$ cat src/rtl/bootprom_pkg.sv
// Shared types and constants for the boot PROM controller and its arbiter.
package bootprom_pkg;

    typedef enum logic [2:0] {
        ST_IDLE    = 3'd0,
        ST_SETUP   = 3'd1,
        ST_ACCESS  = 3'd2,
        ST_LATCH   = 3'd3,
        ST_RECOVER = 3'd4
    } state_t;

    localparam int WAIT_W = 4;
    localparam int CPU    = 0;
    localparam int DBG    = 1;

endpackage

$ cat src/rtl/rr_arb2.sv
// Two-way round-robin arbiter; on a tie the port not granted last wins.
// Latency: grant is combinational from req; the last-grant pointer updates on the enabled edge.
// Backpressure: none; requests simply wait while en is low.
module rr_arb2
    import bootprom_pkg::*;
(
    input  logic       clk,
    input  logic       reset_n,
    input  logic [1:0] req,
    input  logic       en,
    output logic [1:0] gnt
);

    logic last;

    always_comb begin
        gnt = req;
        if (&req) begin
            gnt = last ? 2'b01 : 2'b10;
        end
    end

    // Reset to DBG so that the CPU wins the first tie.
    always_ff @(posedge clk or negedge reset_n) begin
        if (!reset_n) begin
            last <= 1'b1;
        end else if (en && (|req)) begin
            last <= gnt[DBG];
        end
    end

endmodule

$ cat src/rtl/bootprom_ctl.sv
// Shares a 16-bit boot PROM pair (two 27256) between a CPU port and a debug port.
// Latency: request sampled in IDLE -> ack WAIT_STATES+3 cycles later; grants at most every WAIT_STATES+5 cycles.
// Backpressure: requesters hold req until ack; the port not granted simply waits for the next IDLE.
module bootprom_ctl
    import bootprom_pkg::*;
#(
    parameter int WAIT_STATES = 3,
    parameter int ADDR_W      = 15
) (
    input  logic              clk,
    input  logic              reset_n,
    input  logic              cpu_req,
    input  logic [ADDR_W-1:0] cpu_addr,
    output logic              cpu_ack,
    output logic [15:0]       cpu_data,
    input  logic              dbg_req,
    input  logic [ADDR_W-1:0] dbg_addr,
    output logic              dbg_ack,
    output logic [15:0]       dbg_data,
    output logic [ADDR_W-1:0] prom_addr,
    output logic              prom_ce_n,
    output logic              prom_oe_n,
    input  logic [15:0]       prom_data,
    output logic              busy
);

    state_t            state;
    state_t            state_nxt;
    logic [WAIT_W-1:0] wcnt;
    logic [1:0]        gnt;
    logic              gnt_dbg;
    logic              capt_ok;
    logic              gnt_req;

    rr_arb2 u_arb (
        .clk     (clk),
        .reset_n (reset_n),
        .req     ({dbg_req, cpu_req}),
        .en      (state == ST_IDLE),
        .gnt     (gnt)
    );

    assign gnt_req = gnt_dbg ? dbg_req : cpu_req;

    always_ff @(posedge clk or negedge reset_n) begin
        if (!reset_n) begin
            state <= ST_IDLE;
        end else begin
            state <= state_nxt;
        end
    end

    always_comb begin
        state_nxt = state;
        case (state)
            ST_IDLE:    if (|gnt) state_nxt = ST_SETUP;
            ST_SETUP:   state_nxt = ST_ACCESS;
            ST_ACCESS:  if (wcnt == '0) state_nxt = ST_LATCH;
            ST_LATCH:   state_nxt = ST_RECOVER;
            ST_RECOVER: state_nxt = ST_IDLE;
            default:    state_nxt = ST_IDLE;
        endcase
    end

    // Strobes decode from state and registers only, never from prom_data.
    always_comb begin
        prom_ce_n = 1'b1;
        prom_oe_n = 1'b1;
        busy      = 1'b1;
        cpu_ack   = 1'b0;
        dbg_ack   = 1'b0;
        case (state)
            ST_IDLE:   busy = 1'b0;
            ST_SETUP:  prom_ce_n = 1'b0;
            ST_ACCESS: begin
                prom_ce_n = 1'b0;
                prom_oe_n = 1'b0;
            end
            ST_LATCH: begin
                prom_ce_n = 1'b0;
                cpu_ack   = capt_ok && !gnt_dbg;
                dbg_ack   = capt_ok && gnt_dbg;
            end
            default: ;
        endcase
    end

    always_ff @(posedge clk or negedge reset_n) begin
        if (!reset_n) begin
            prom_addr <= '0;
            wcnt      <= '0;
            gnt_dbg   <= 1'b0;
            capt_ok   <= 1'b0;
            cpu_data  <= '0;
            dbg_data  <= '0;
        end else begin
            case (state)
                ST_IDLE: begin
                    if (|gnt) begin
                        gnt_dbg   <= gnt[DBG];
                        prom_addr <= gnt[DBG] ? dbg_addr : cpu_addr;
                    end
                end
                ST_SETUP: begin
                    wcnt    <= WAIT_W'(WAIT_STATES);
                    capt_ok <= 1'b0;
                end
                ST_ACCESS: begin
                    if (wcnt == '0) begin
                        // A requester that gave up mid-access gets neither data nor ack.
                        if (gnt_req) begin
                            capt_ok <= 1'b1;
                            if (gnt_dbg) dbg_data <= prom_data;
                            else         cpu_data <= prom_data;
                        end
                    end else begin
                        wcnt <= wcnt - WAIT_W'(1);
                    end
                end
                ST_LATCH: capt_ok <= 1'b0;
                default: ;
            endcase
        end
    end

endmodule

$ cat config.mk
export PLATFORM = sky130hd
export DESIGN_NAME = bootprom_ctl
export DESIGN_NICKNAME = d
export VERILOG_FILES = /design/src/rtl/bootprom_pkg.sv /design/src/rtl/rr_arb2.sv /design/src/rtl/bootprom_ctl.sv
export SDC_FILE = /design/constraint.sdc
export NUM_CORES = 1
export LEC_CHECK = 0
export CORE_ASPECT_RATIO = 0.6
export CORE_MARGIN = 5
export CORE_UTILIZATION = 43
export CTS_CLUSTER_DIAMETER = 80
export DETAILED_ROUTE_END_ITERATION = 10
export GPL_TIMING_DRIVEN = 1
export PLACE_DENSITY_LB_ADDON = 0.3
export SLEW_MARGIN = 15
export SYNTH_ARGS = -nofsm -noshare
export SYNTH_HDL_FRONTEND = slang
export SYNTH_SLANG_ARGS = --single-unit
$ cat constraint.sdc
create_clock -name clk -period 2.2 [get_ports clk]
set_input_delay 0.44 -clock clk [delete_from_list [all_inputs] [get_ports clk]]
set_output_delay 0.44 -clock clk [all_outputs]
set_load 0.03 [all_outputs]
==> flow_summary.json <==
{
  "fin_crit_sh_pct": 94.6,
  "ir_drop_uv": 592,
  "synth_edf_count": 0,
  "p_leak_nw": 1.72,
  "finalHoldViolCount": 0,
  "ys.flop_type": "dfrtp_1",
  "synthTopCellsByCount": "dfrtp_1 (56), mux2_2 (52), mux2_4 (10)",
  "met2_length_mm": 2.95,
  "power_density_nw_per_um2": 1460,
  "worstPathRequired_ns": 1.76,
  "globalplace.congestion": 0.812,
  "track_usage_pct": 17.7,
  "grt_overflow": 0,
  "grt_pass1_vias": 2000,
  "synth_top_cell_area_share_pct": 54.8,
  "setup_violations": 0,
  "placed_cells": 353,
  "grt_max_degree": 34,
  "critical_path_class": "reg -> out",
  "via_per_inst": 4.82,
  "fin_skew_ns": 0.00815,
  "dpl_cell_area_um2": 3700,
  "hpwl_mm": 4.53,
  "end_kind": "output port",
  "status": "finished clean",
  "drv_cap": 0,
  "syn_nets": 222,
  "worstSkewPairLatency_ns": 0.34,
  "async_reset_ff_share_pct": 100,
  "layout.nets": 335,
  "yosysWarnings": 0,
  "fp.dieArea_um2": 7640,
  "cts_tree": "yes",
  "area_delta_synth_final_pct": 52.1,
  "io_pins": 102,
  "grt_pass1_wl_mm": 10.1,
  "start_kind": "flip-flop",
  "io_buffers": 101,
  "worstPathArrival_ns": 1.64,
  "clkTransAtPathRegs_ns": 0.06,
  "syn_inst": 171,
  "cts_htree_levels": 3,
  "seq_area_frac_synth_pct": 55.8,
  "m1WireLength_mm": 2.61,
  "worstMarginPinSlew_ns": 0.571,
  "die_y_um": 69.7,
  "path_max_fanout": 4,
  "cts.sinks": 57,
  "rsz0062_at_grt": "false",
  "vias": 1773,
  "ys_ff_latch": 57,
  "hp-class": "in -> async",
  "diodes": 0,
  "period_minus_slack_ns": 2.08,
  "fmax_mhz": 480,
  "numCtsBuffers": 9,
  "clk_path_buf_depth": 2,
  "rows": 21,
  "stdcell_area_um2": 3890,
  "initial_core_util_pct": 45.1,
  "totalNegativeSetupSlack_ns": 0,
  "yosysMostFrequentCell": "dfrtp_1",
  "ys_types": 36,
  "synth_area_leaders": "dfrtp_1 (55%), mux2_2 (23%), mux2_4 (5.9%)",
  "cts_root_buf": "clkbuf_8",
  "synth_largest_area_cell": "dfrtp_1",
  "final_cells": 368,
  "routed.top_layer": "met4",
  "ff2ff_path_depth": 5,
  "drtIter0Drc": 45,
  "syn-cell-area_um2": 2560,
  "routed_wl_mm": 6.03,
  "ant_nets": 0,
  "first_pass_iters": 4,
  "wire_per_inst_um": 16.4,
  "die_x_um": 110,
  "coreArea_um2": 5680,
  "route.met3.wl_um": 380,
  "slew_headroom_pct": 61.9,
  "slew_viol_final": 0,
  "drive_gt1_share_pct": 32.6,
  "syn_avg_cell_area_um2": 15.0,
  "drc": 0,
  "antenna_found_initial": 0
}
## area by class of cell
class	count	area (um^2)
Clock inverter	3	40.0
Inverter	5	18.8
Sequential cell	57	1430
Fill cell	420	1790
Timing Repair Buffer	109	1100
Clock buffer	12	155
Tap cell	80	100
Multi-Input combinational cell	102	1050
## registers in the layout (all words and copies together) (netlist names)
signal,count
capt_ok,1
cpu_data,16
dbg_data,16
gnt_dbg,1
u_arb.last,1
state,3
wcnt,4
prom_addr,15
## power by group
group | total, mW | leakage [nW] | switching [mW] | internal (mW)
Clock | 0.973 | 0.102 | 0.399 | 0.574
Sequential | 1.79 | 0.716 | 0.270 | 1.52
Combinational | 2.93 | 0.902 | 1.51 | 1.42
## stage by stage
stage               util (%)  setup WS (ns)  hold WS, ns  power, mW
finish                  68.5          0.119       0.0823       5.69
floorplan                  -          0.569        0.144       3.54
CTS                     68.5         0.0885       0.0832       5.77
global placement        65.2          0.125        0.465       4.73
detailed placement      65.2         0.0839        0.475       4.78
global route            68.5         0.0410        0.103       6.00
## per-layer routing
metal  GRT usage, %  vias to the layer above
met2           26.6                       46
met1           21.1                      879
met4           7.19                        0
met5              0                        -
li1               -                      837
met3           9.21                       11
## final timing paths
check | slack, ns | endpoint | start
max in group asynchronous | 1.46 | u_arb.last | reset_n
min reg2reg | 0.51 | prom_addr[14] | prom_addr[14]
min in group clk | 0.51 | prom_addr[14] | prom_addr[14]
max | 0.12 | prom_oe_n | state[2]
max reg2reg | 0.32 | dbg_data[8] | wcnt[0]
min | 0.08 | prom_addr[11] | reset_n
## repair_timing
| action | CTS | global route |
|---|---|---|
| setup buffers | 0 | 0 |
| hold buffers | 0 | 0 |
| endpoints found under the hold margin | 0 | 0 |
| setup endpoints to repair | 4 | 0 |
| gates resized for setup | 4 | 0 |
## cell families (layout without fill, tap and decap cells)
| group | Yosys count | after routing | share of synthesized area, % |
|---|---|---|---|
| and+or+nand+nor | 23 | 23 | 6.90 |
| adders and majority gates | 1 | 1 | 0.489 |
| DFF | 57 | 57 | 55.8 |
| muxes | 65 | 65 | 29.9 |
| AOI/OAI and AO/OA | 12 | 12 | 3.33 |
| buffers and inverters | 12 | 129 | 3.18 |
| xor gates and xnor gates | 1 | 1 | 0.343 |
## worst max-delay path: stages (launching register included)
cell and delay, ns:
dfrtp_1 0.40, or3b_2 0.52, dlygate4sd2_1 0.38
## placed cells by master (no fill, tap or decap), types with 2 or more instances in the layout
cell type / count
a21oi_1: 3
buf_12: 3
mux2i_1: 3
clkinv_2: 2
mux2_4: 10
dlygate4sd2_1: 4
nand2_1: 3
nor2_1: 5
nand2b_1: 2
buf_4: 5
clkdlybuf4s50_1: 96
inv_1: 5
dfrtp_1: 56
clkbuf_8: 11
nor3b_1: 2
mux2_2: 52
(Power assumes the default switching activity.)
